## src/rtl/fifo_sc_pkg.sv

```systemverilog
// Shared types and level helpers for the single-clock usedw FIFO.
// Range checks are constant functions that the top evaluates at elaboration.
package fifo_sc_pkg;

    localparam int AWIDTH_DEF = 4;

    function automatic int usedw_bits(input int awidth);
        return awidth + 1;
    endfunction

    typedef logic [usedw_bits(AWIDTH_DEF)-1:0] usedw_t;

    function automatic bit level_ge(input int cnt, input int lvl);
        return cnt >= lvl;
    endfunction

    function automatic bit level_le(input int cnt, input int lvl);
        return cnt <= lvl;
    endfunction

    function automatic bit af_level_ok(input int lvl, input int depth);
        return (lvl >= 1) && (lvl <= depth);
    endfunction

    function automatic bit ae_level_ok(input int lvl, input int depth);
        return (lvl >= 0) && (lvl <= depth - 1);
    endfunction

endpackage

```

## src/rtl/fifo_sc_usedw_if.sv

```systemverilog
// FIFO access bundle: write/read requests, data and occupancy flags.
// ovf_o/udf_o exist only when FIFO_SC_USEDW_ERR_FLAGS_EN is defined.
interface fifo_sc_usedw_if #(
    parameter int DWIDTH = 8,
    parameter int AWIDTH = 4
);
    logic              wr_i;
    logic [DWIDTH-1:0] wrdata_i;
    logic              rd_i;
    logic [DWIDTH-1:0] rddata_o;
    logic              empty_o;
    logic              full_o;
    logic              almost_full_o;
    logic              almost_empty_o;
    logic [AWIDTH:0]   usedw_o;
`ifdef FIFO_SC_USEDW_ERR_FLAGS_EN
    logic              ovf_o;
    logic              udf_o;
`endif

    modport master (
        output wr_i, wrdata_i, rd_i,
        input  rddata_o, empty_o, full_o, almost_full_o, almost_empty_o, usedw_o
`ifdef FIFO_SC_USEDW_ERR_FLAGS_EN
        , input ovf_o, udf_o
`endif
    );

    modport slave (
        input  wr_i, wrdata_i, rd_i,
        output rddata_o, empty_o, full_o, almost_full_o, almost_empty_o, usedw_o
`ifdef FIFO_SC_USEDW_ERR_FLAGS_EN
        , output ovf_o, udf_o
`endif
    );

endinterface

```

## src/rtl/fifo_sc_ram.sv

```systemverilog
// Simple dual-port RAM, one write port; the read port is registered (SHOWAHEAD=0) or combinational (SHOWAHEAD=1).
// Registered read updates only on re and holds otherwise; the storage array is never reset.
module fifo_sc_ram #(
    parameter int DWIDTH    = 8,
    parameter int AWIDTH    = 4,
    parameter int SHOWAHEAD = 0
) (
    input  logic              clk,
    input  logic              rst_n,
    input  logic              we,
    input  logic [AWIDTH-1:0] waddr,
    input  logic [DWIDTH-1:0] wdata,
    input  logic              re,
    input  logic [AWIDTH-1:0] raddr,
    output logic [DWIDTH-1:0] rdata
);

    logic [DWIDTH-1:0] mem [2**AWIDTH];

    always_ff @(posedge clk) begin
        if (we) begin
            mem[waddr] <= wdata;
        end
    end

    generate
        if (SHOWAHEAD != 0) begin : g_async
            logic unused_ctl;
            assign unused_ctl = re | rst_n;
            assign rdata = mem[raddr];
        end else begin : g_reg
            always_ff @(posedge clk or negedge rst_n) begin
                if (!rst_n) begin
                    rdata <= '0;
                end else if (re) begin
                    rdata <= mem[raddr];
                end
            end
        end
    endgenerate

endmodule

```

## src/rtl/fifo_sc_usedw.sv

```systemverilog
// Single-clock FIFO with fill level, almost flags and normal/show-ahead read; flags registered from next usedw.
// Writes on full and reads on empty are dropped; FIFO_SC_USEDW_ERR_FLAGS_EN adds sticky ovf_o/udf_o.
module fifo_sc_usedw
    import fifo_sc_pkg::*;
#(
    parameter int DWIDTH    = 8,
    parameter int AWIDTH    = 4,
    parameter int AF_LEVEL  = 12,
    parameter int AE_LEVEL  = 2,
    parameter int SHOWAHEAD = 0
) (
    input  logic           clk_i,
    input  logic           arst_n_i,
    fifo_sc_usedw_if.slave bus
);

    localparam int  DEPTH = 2 ** AWIDTH;
    localparam int  UW    = usedw_bits(AWIDTH);
    localparam bit  AF_OK = af_level_ok(AF_LEVEL, DEPTH);
    localparam bit  AE_OK = ae_level_ok(AE_LEVEL, DEPTH);

    generate
        if (!AF_OK) begin : g_af_range
            $error("fifo_sc_usedw: AF_LEVEL must lie in 1..DEPTH");
        end
        if (!AE_OK) begin : g_ae_range
            $error("fifo_sc_usedw: AE_LEVEL must lie in 0..DEPTH-1");
        end
    endgenerate

    logic [AWIDTH-1:0] wrptr, rdptr;
    logic [UW-1:0]     usedw, usedw_nx;
    logic              empty, full, afull, aempty;
    logic              wr_acc, rd_acc;

    assign wr_acc   = bus.wr_i & ~full;
    assign rd_acc   = bus.rd_i & ~empty;
    assign usedw_nx = usedw + UW'(wr_acc) - UW'(rd_acc);

    // Occupancy alone tells full from empty; pointers may be equal in both cases.
    always_ff @(posedge clk_i or negedge arst_n_i) begin
        if (!arst_n_i) begin
            wrptr  <= '0;
            rdptr  <= '0;
            usedw  <= '0;
            empty  <= 1'b1;
            full   <= 1'b0;
            afull  <= 1'b0;
            aempty <= 1'b1;
        end else begin
            if (wr_acc) wrptr <= wrptr + AWIDTH'(1);
            if (rd_acc) rdptr <= rdptr + AWIDTH'(1);
            usedw  <= usedw_nx;
            empty  <= (usedw_nx == '0);
            full   <= (usedw_nx == UW'(DEPTH));
            afull  <= level_ge(int'(usedw_nx), AF_LEVEL);
            aempty <= level_le(int'(usedw_nx), AE_LEVEL);
        end
    end

    fifo_sc_ram #(
        .DWIDTH   (DWIDTH),
        .AWIDTH   (AWIDTH),
        .SHOWAHEAD(SHOWAHEAD)
    ) u_ram (
        .clk  (clk_i),
        .rst_n(arst_n_i),
        .we   (wr_acc),
        .waddr(wrptr),
        .wdata(bus.wrdata_i),
        .re   (rd_acc),
        .raddr(rdptr),
        .rdata(bus.rddata_o)
    );

    assign bus.usedw_o        = usedw;
    assign bus.empty_o        = empty;
    assign bus.full_o         = full;
    assign bus.almost_full_o  = afull;
    assign bus.almost_empty_o = aempty;

`ifdef FIFO_SC_USEDW_ERR_FLAGS_EN
    logic ovf, udf;

    always_ff @(posedge clk_i or negedge arst_n_i) begin
        if (!arst_n_i) begin
            ovf <= 1'b0;
            udf <= 1'b0;
        end else begin
            if (bus.wr_i & full)  ovf <= 1'b1;
            if (bus.rd_i & empty) udf <= 1'b1;
        end
    end

    assign bus.ovf_o = ovf;
    assign bus.udf_o = udf;
`endif

endmodule

```

## src/flat_wrapper.sv

```systemverilog
// flat-port wrapper written by rule: the top's interface ports become plain ports
module fifo_sc_usedw_flat import fifo_sc_pkg::*;
#(
    parameter int DWIDTH    = 8,
    parameter int AWIDTH    = 4,
    parameter int AF_LEVEL  = 12,
    parameter int AE_LEVEL  = 2,
    parameter int SHOWAHEAD = 0
)
  (clk_i, arst_n_i, bus_wr_i, bus_wrdata_i, bus_rd_i, bus_rddata_o, bus_empty_o, bus_full_o, bus_almost_full_o, bus_almost_empty_o, bus_usedw_o);
  fifo_sc_usedw_if #(.DWIDTH(DWIDTH), .AWIDTH(AWIDTH)) bus_i ();
  input  logic clk_i;
  input  logic arst_n_i;
  input wire logic [$bits(bus_i.wr_i)-1:0] bus_wr_i;
  input wire logic [$bits(bus_i.wrdata_i)-1:0] bus_wrdata_i;
  input wire logic [$bits(bus_i.rd_i)-1:0] bus_rd_i;
  output wire logic [$bits(bus_i.rddata_o)-1:0] bus_rddata_o;
  output wire logic [$bits(bus_i.empty_o)-1:0] bus_empty_o;
  output wire logic [$bits(bus_i.full_o)-1:0] bus_full_o;
  output wire logic [$bits(bus_i.almost_full_o)-1:0] bus_almost_full_o;
  output wire logic [$bits(bus_i.almost_empty_o)-1:0] bus_almost_empty_o;
  output wire logic [$bits(bus_i.usedw_o)-1:0] bus_usedw_o;
  assign bus_i.wr_i = bus_wr_i;
  assign bus_i.wrdata_i = bus_wrdata_i;
  assign bus_i.rd_i = bus_rd_i;
  assign bus_rddata_o = bus_i.rddata_o;
  assign bus_empty_o = bus_i.empty_o;
  assign bus_full_o = bus_i.full_o;
  assign bus_almost_full_o = bus_i.almost_full_o;
  assign bus_almost_empty_o = bus_i.almost_empty_o;
  assign bus_usedw_o = bus_i.usedw_o;
  fifo_sc_usedw #(.DWIDTH(DWIDTH), .AWIDTH(AWIDTH), .AF_LEVEL(AF_LEVEL), .AE_LEVEL(AE_LEVEL), .SHOWAHEAD(SHOWAHEAD)) u_core (.clk_i(clk_i), .arst_n_i(arst_n_i), .bus(bus_i));
endmodule
```

## config.mk

```make
export PLATFORM = sky130hd
export DESIGN_NAME = fifo_sc_usedw_flat
export DESIGN_NICKNAME = d
export VERILOG_FILES = /design/src/rtl/fifo_sc_pkg.sv /design/src/rtl/fifo_sc_usedw_if.sv /design/src/rtl/fifo_sc_ram.sv /design/src/rtl/fifo_sc_usedw.sv /design/src/flat_wrapper.sv
export SDC_FILE = /design/constraint.sdc
export NUM_CORES = 1
export LEC_CHECK = 0
export ABC_AREA = 1
export CELL_PAD_IN_SITES_DETAIL_PLACEMENT = 1
export CELL_PAD_IN_SITES_GLOBAL_PLACEMENT = 1
export CORE_UTILIZATION = 46
export CTS_BUF_LIST = sky130_fd_sc_hd__clkbuf_8
export CTS_CLUSTER_SIZE = 16
export DETAILED_ROUTE_END_ITERATION = 6
export PLACE_DENSITY = 0.85
export SETUP_SLACK_MARGIN = 0.05
export SLEW_MARGIN = 20
export SYNTH_ARGS = -nofsm -noshare
export SYNTH_HDL_FRONTEND = slang
export SYNTH_HIERARCHICAL = 1
export SYNTH_SLANG_ARGS = --single-unit
```

## constraint.sdc

```tcl
create_clock -name clk_i -period 2 [get_ports clk_i]
set_clock_uncertainty 0.05 [all_clocks]
set_input_delay 0.4 -clock clk_i [delete_from_list [all_inputs] [get_ports clk_i]]
set_output_delay 0.4 -clock clk_i [all_outputs]
set_load 0.05 [all_outputs]
```

==> results of run 1 <==
power breakdown:
group	internal (W)	leakage, nW	switching, W
clock	0.00118	0.208	0.00110
combinational	0.00159	1.41	0.00357
sequential	0.00397	1.45	0.000302
total	0.00674	3.07	0.00497
flip-flops by register name, indices dropped and copies added, names as in the netlist:
register	cells
u_core/wrptr	4
u_core/bus.empty_o	1
u_core/bus.usedw_o	5
u_core/bus.full_o	1
u_core/bus.almost_empty_o	1
u_core/bus.almost_full_o	1
u_core/rdptr	4
u_core/u_ram/mem	128
u_core/u_ram/rdata	8
per-layer routing:
layer	track usage	up-vias
met5	0	-
met4	0.0741	0
met3	0.0526	18
met2	0.458	139
met1	0.286	2300
li1	-	2095
metrics by stage:
stage	cell area [um^2]	hold slack, ps	util	instances	TNS [ps]
after floorplan	6540	54.4	-	585	-1220
after global placement	7040	412	0.507	800	-3710
after detailed placement	7040	429	0.507	800	-7660
after CTS	7470	262	0.538	834	-389
after global routing	7520	281	0.542	837	-843
final	7520	276	0.542	837	-514
cell usage in the layout, fill, tap and decap left out, types with 5 or more instances in the layout:
master / instances
buf_4: 40
clkbuf_8: 20
clkdlybuf4s50_1: 10
clkinv_2: 7
dfrtp_1: 21
dlygate4sd2_1: 11
edfxtp_1: 128
ha_1: 5
inv_1: 18
inv_2: 8
nand2_1: 219
nand3_1: 109
nor2_1: 25
timing repair:
item | 4_1_cts | 5_1_grt
hold buffers | 0 | 0
pin swaps | 4 | 8
resized for setup | 23 | 9
setup buffers | 2 | 3
endpoints found under the setup margin | 17 | 5
kinds of logic after synthesis:
| family | after synthesis |
|---|---|
| flops | 153 |
| simple gates | 366 |
| fa+ha+maj | 8 |
| compound gates | 2 |
| xor+xnor | 6 |
| buf+inv | 50 |
critical path, delay by kind of cell:
family | cells | cell delay [ps]
fa+ha+maj | 3 | 880
buf+inv | 4 | 600
simple gates | 5 | 610
cell type report:
type / count / area, um^2
Tap cell: 180 / 225
Clock buffer: 20 / 275
Timing Repair Buffer: 65 / 561
Sequential cell: 153 / 4470
Multi-Input combinational cell: 382 / 1790
Clock inverter: 12 / 106
Inverter: 25 / 93.8
Fill cell: 1477 / 6360
final timing paths:
check	startpoint	to	slack (ps)	cells after the start
setup / recovery	bus_rd_i	u_core/bus.almost_empty_o	-200	12
hold / removal	arst_n_i	u_core/bus.almost_full_o	280	2
setup reg to reg	u_core/bus.empty_o	u_core/bus.almost_empty_o	-180	10
hold reg to reg	u_core/u_ram/rdata[1]	u_core/u_ram/rdata[1]	440	2
max in group asynchronous	arst_n_i	u_core/bus.almost_empty_o	1320	2
min in group clk_i	bus_wr_i	u_core/wrptr[1]	430	7
==> key figures, run 1 <==
Final layout
  • Area added between synthesis and finish: 15.0%
  • Ant. Diodes: 0
  • Share of layout cells above drive strength 1: 0.154
  • # nets final: 664

Routing
  • DRC Markers: 0
  • Drt pass-1 iters: 4
  • Drt wl/cell: 20.2 um
  • Uppermost layer routed: met4
  • Met1 Wirelength: 6690 um
  • Via/cell ratio: 5.44
  • Vias: 4552
  • DRT iter0 DRCs: 364
  • Routed wl met2: 9140 um
  • Routed wl met3: 869 um
  • Final ANT Viol Nets: 0
  • WL final: 16900 um

Worst setup path
  • Critical Path Start Type: primary input
  • Crit path cell chain: clkdlybuf4s50_1, inv_1, nor2_4, ha_4, inv_2, ha_4, inv_2, fa_2, nor2_1, nor2_1, nand3_1, nor2_1
  • Setup CP Type: primary input to register
  • CP max stage delay: 550 ps
  • CP most frequent cell: nor2_1
  • Crit end category: register
  • Required time worst endpoint: 2320 ps
  • Crit-path max FO: 3
  • CP arrival: 2520 ps
  • Worst path slowest cell: fa_2

Yosys
  • Mapped cell area: 6540 um^2
  • Top cells by area, synth: edfxtp_1, nand2_1, dfrtp_1, nand3_1, buf_6
  • Synth area leader: edfxtp_1
  • Syn nets: 605
  • Synth top area share: 0.587
  • Cells after synthesis: 585
  • Complex-gate fraction of the synthesized area: 0.00210
  • Simple-gate share of the synthesized area: 0.236
  • Xor and xnor area share after synthesis: 0.00803
  • Top FF cell, synth: edfxtp_1
  • Adder-cell area share of the yosys netlist: 0.0164
  • Sequential area share after synthesis: 0.683
  • Mux cell area share after synthesis: 0
  • Number of synthesized register bits: 153
  • Synth cell count leaders: nand2_1, edfxtp_1, nand3_1, nor2_1, dfrtp_1
  • Largest family of logic cells by synthesized area: simple AND/OR/NAND/NOR gates
  • Avg Inst Size Synth: 11.2 um^2
  • Cell variety after synth: 22
  • Yosys warns: 6
  • Fraction of registers with async set/reset: 0.163
  • Most common cell in the netlist: nand2_1
  • Post-synth EDFFs: 128

Floorplan
  • Die height: 121 um
  • # IOs: 29
  • Die W: 121 um
  • Core area: 13900 um^2
  • Die area: 14700 um^2
  • FP Rows: 43
  • Starting density of the core: 0.471

Clock tree
  • Clk Latency, worst-skew pair: 450 ps
  • CTS root buf: clkbuf_8
  • CTS tree: yes
  • Clk slew on worst S/H paths: 70 ps
  • CTS max path bufs: 2
  • Total clock sinks: 153
  • Total CTS buffers: 17
  • H-tree depth: 4

Pwr
  • P_leak: 3.07 nW
  • Post-layout power: 0.0117 W
  • Worst vdd ir: 1.05 mV
  • Pwr Density: 1560 nW/um^2

STA
  • Highest Clock Rate: 455 MHz
  • RSZ-0062 raised after global routing: true
  • Final Setup Violations: 4
  • Fin. Hold Viols: 0
  • Final Cycle Share: 1.10
  • Final Critical Period: 2200 ps
  • Worst Slack Setup Final: -195 ps
  • Relative slew slack: 0.526
  • Slew @ Worst Pin: 709 ps
  • Max-slew violation count: 0

Global routing
  • Pin count of the biggest net entering global routing: 51
  • First-pass GRT wire length: 26300 um
  • Gr usage total: 0.248
  • Remaining global-route overflow: 0
  • Number of global-route vias before repair: 4926
  • Antenna violations before repair: 0

Place
  • Post-place setup slack: -842 ps
  • Detailed placer's ending HPWL: 10700 um
  • I/O Buffers: 28
  • Final GP Congestion: 0.763

Job
  • Max Cap Violations: 0

Run status
  • Failing checks: setup timing
  • Status: complete, but fails checks

Min path
  • HP Class: primary input to asynchronous set/reset pin
Note: power is estimated with default switching activity, not from simulation.
==> run 2: changes to the inputs <==
--- a/config.mk
+++ b/config.mk
@@ -12,7 +12,7 @@
 export CTS_BUF_LIST = sky130_fd_sc_hd__clkbuf_8
 export CTS_CLUSTER_SIZE = 16
 export DETAILED_ROUTE_END_ITERATION = 6
-export PLACE_DENSITY = 0.85
+export PLACE_DENSITY = 0.82
 export SETUP_SLACK_MARGIN = 0.05
 export SLEW_MARGIN = 20
 export SYNTH_ARGS = -nofsm -noshare
==> constraint.sdc (replaced) <==
create_clock -name clk_i -period 1.75 [get_ports clk_i]
set_clock_uncertainty 0.05 [all_clocks]
set_input_delay 0.35 -clock clk_i [delete_from_list [all_inputs] [get_ports clk_i]]
set_output_delay 0.35 -clock clk_i [all_outputs]
set_load 0.05 [all_outputs]
==> run 2 against run 1 <==
  * The flow still finishes with violations (setup timing)
  * Setup slack worse by 130 ps
  * Design area is 4.8% higher
  * Clock-buffer cell count is 3 lower
  * Via count is 2.5% higher
  * Highest routed layer unchanged
  * Critical path depth is 2 lower
  * Clock power is 38% higher
  * Die area stayed put
  * Flip-flop and latch count stayed put
  * Largest cell class unchanged
==> key figures, run 2 (synthesis results as in run 1) <==
Run status
  • Status: complete, but fails checks (unchanged)
  • Failing checks: setup timing (unchanged)

STA
  • Max-slew violation count: 0 (unchanged)
  • Final Cycle Share: 1.19
  • Relative slew slack: 0.575 (was 0.526)
  • Setup TNS: -1730 ps (was -514 ps)
  • Worst Slack Setup Final: -330 ps (was -195 ps)
  • Highest Clock Rate: 481 MHz
  • Slew @ Worst Pin: 637 ps (was 709 ps)
  • WHS: 203 ps (was 276 ps)
  • Final Setup Violations: 8 (was 4)
  • RSZ-0062 raised after global routing: true (unchanged)
  • Fin. Hold Viols: 0 (unchanged)
  • Final Critical Period: 2080 ps

Floorplan
  • Die W: 121 um (unchanged)
  • FP Rows: 43 (unchanged)
  • Starting density of the core: 0.471 (unchanged)
  • Die height: 121 um (unchanged)
  • Die area: 14700 um^2 (unchanged)
  • # IOs: 29 (unchanged)
  • Core area: 13900 um^2 (unchanged)

Worst setup path
  • Crit end category: register (unchanged)
  • Critical path origin: u_core/bus.empty_o (was bus_rd_i)
  • Setup CP Type: register to register (was primary input to register)
  • Worst path slowest cell: dfstp_2 (was fa_2)
  • Origin of the critical flop-to-flop path: u_core/bus.empty_o (unchanged)
  • CP arrival: 2430 ps (was 2520 ps)
  • Required time worst endpoint: 2100 ps (was 2320 ps)
  • Crit-path max FO: 3 (unchanged)
  • Crit path cell chain: nor2_4, ha_4, inv_4, ha_4, inv_2, fa_2, nand2_2, nor2_4, nand3_2, nor2_1 (was clkdlybuf4s50_1, inv_1, nor2_4, ha_4, inv_2, ha_4, inv_2, fa_2, nor2_1, nor2_1, nand3_1, nor2_1)
  • Critical Path Start Type: register (was primary input)
  • CP max stage delay: 560 ps (was 550 ps)

Clock tree
  • H-tree depth: 4 (unchanged)
  • CTS tree: yes (unchanged)
  • Total clock sinks: 153 (unchanged)
  • Clk slew on worst S/H paths: 90 ps (was 70 ps)
  • Clk Latency, worst-skew pair: 460 ps (was 450 ps)
  • CTS root buf: clkbuf_8 (unchanged)
  • Total CTS buffers: 17 (unchanged)
  • CTS max path bufs: 2 (unchanged)

Place
  • Detailed placer's ending HPWL: 10400 um (was 10700 um)
  • Post-place setup slack: -884 ps (was -842 ps)
  • Final GP Congestion: 0.815 (was 0.763)
  • I/O Buffers: 28 (unchanged)
  • Total placed instance area: 7120 um^2 (was 7040 um^2)
  • Placed Instances: 806 (was 800)

Routing
  • WL final: 17400 um (was 16900 um)
  • Via/cell ratio: 5.51 (was 5.44)
  • DRC Markers: 0 (unchanged)
  • Final ANT Viol Nets: 0 (unchanged)
  • DRT iter0 DRCs: 322 (was 364)
  • Vias: 4665 (was 4552)
  • Drt pass-1 iters: 5 (was 4)
  • Drt wl/cell: 20.6 um (was 20.2 um)

Final layout
  • Area added between synthesis and finish: 20.5% (was 15.0%)
  • Most frequent cells in the layout: nand2_1, edfxtp_1, nand3_1 (unchanged)
  • Biggest register: u_core/u_ram/mem (unchanged)
  • Ant. Diodes: 0 (unchanged)
  • Number of flip-flops in the largest register: 128 (unchanged)
  • # nets final: 674 (was 664)
  • Most common cell after layout, fill and taps aside: nand2_1 (unchanged)
  • Layout Cells excl Fill: 847 (was 837)
  • Share of layout cells above drive strength 1: 0.207 (was 0.154)
  • Final Cell Area: 7890 um^2 (was 7520 um^2)

Global routing
  • Gr usage total: 0.237 (was 0.248)
  • Antenna violations before repair: 0 (unchanged)
  • Number of global-route vias before repair: 4811 (was 4926)
  • First-pass GRT wire length: 25400 um (was 26300 um)
  • Pin count of the biggest net entering global routing: 68 (was 51)
  • Remaining global-route overflow: 0 (unchanged)

Min path
  • HP Class: primary input to asynchronous set/reset pin (unchanged)

Job
  • Max Cap Violations: 0 (unchanged)

Pwr
  • Pwr Density: 1850 nW/um^2 (was 1560 nW/um^2)
  • P_leak: 3.18 nW (was 3.07 nW)
  • Worst vdd ir: 1.27 mV (was 1.05 mV)
[run 2: cell types whose count changed in the layout (fill, tap and decap cells not counted), moves of 4 or more]
cell,change
buf_12,+5
buf_6,+10
bufinv_16,+4
clkinv_2,-5
dlygate4sd2_1,-11
nand2_1,-4
nand2_2,+4
nand3_1,-6
nand3_2,+6
nor2_1,-7
nor2_2,+7
[run 2: final cells by class]
class / count / area [um^2]
clock buffers: 17 / 234
clock inverters: 15 / 233
fillers: 1468 / 5990
inverters: 25 / 101
multi-input cells: 382 / 1850
flip-flops and latches: 153 / 4470
well taps: 180 / 225
repair buffers: 75 / 772
[run 2: path summary, 6_finish.rpt]
check,end,slack (ps),depth (start not counted)
setup / recovery,u_core/bus.full_o,-330,10
setup reg to reg,u_core/bus.full_o,-330,10
min in group clk_i,u_core/u_ram/rdata[1],430,2
hold reg to reg,u_core/u_ram/rdata[1],430,2
max in group asynchronous,u_core/rdptr[0],1130,2
hold / removal,u_core/bus.usedw_o[4],200,2
[run 2: power breakdown]
group	switching, W	internal, W	total [W]
Clock	0.00132	0.00182	0.00314
Sequential	0.000387	0.00453	0.00492
Combinational	0.00429	0.00220	0.00649
Total	0.00600	0.00855	0.0146
[run 2: stage by stage]
stage | util | total power (W)
after CTS | 0.552 | 0.0138
after floorplan | - | 0.00896
after global routing | 0.568 | 0.0153
after detailed placement | 0.513 | 0.0105
final | 0.568 | 0.0146
after global placement | 0.513 | 0.0102
[run 2: worst max-delay path, delay by kind of cell (launching register included)]
kind / cells / cell delay (ps)
flops: 1 / 560
fa+ha+maj: 3 / 910
buf+inv: 2 / 80
simple gates: 5 / 390
[run 2: repair_timing]
item,CTS,global route
pin swaps,11,7
hold endpoints to repair,0,0
gates resized for setup,17,32
endpoints found under the setup margin,8,73
cloned,0,3
buffers inserted,2,5
hold buffers,0,0
[run 2: routing by layer]
| metal | GRT usage | vias up | wire [um] |
|---|---|---|---|
| li1 | - | 2109 | - |
| met1 | 0.288 | 2377 | 7090 |
| met2 | 0.411 | 142 | 9070 |
| met3 | 0.0470 | 37 | 820 |
| met4 | 0.0972 | 0 | 430 |
| met5 | 0 | - | 0 |
==> run 3: changes to the inputs <==
--- a/config.mk
+++ b/config.mk
@@ -12,6 +12,7 @@
 export CTS_BUF_LIST = sky130_fd_sc_hd__clkbuf_8
 export CTS_CLUSTER_SIZE = 16
 export DETAILED_ROUTE_END_ITERATION = 6
+export HOLD_SLACK_MARGIN = 0.02
 export PLACE_DENSITY = 0.82
 export SETUP_SLACK_MARGIN = 0.05
 export SLEW_MARGIN = 20
==> results of run 3 <==
Final layout, timing and power as in run 2 (identical DEF).
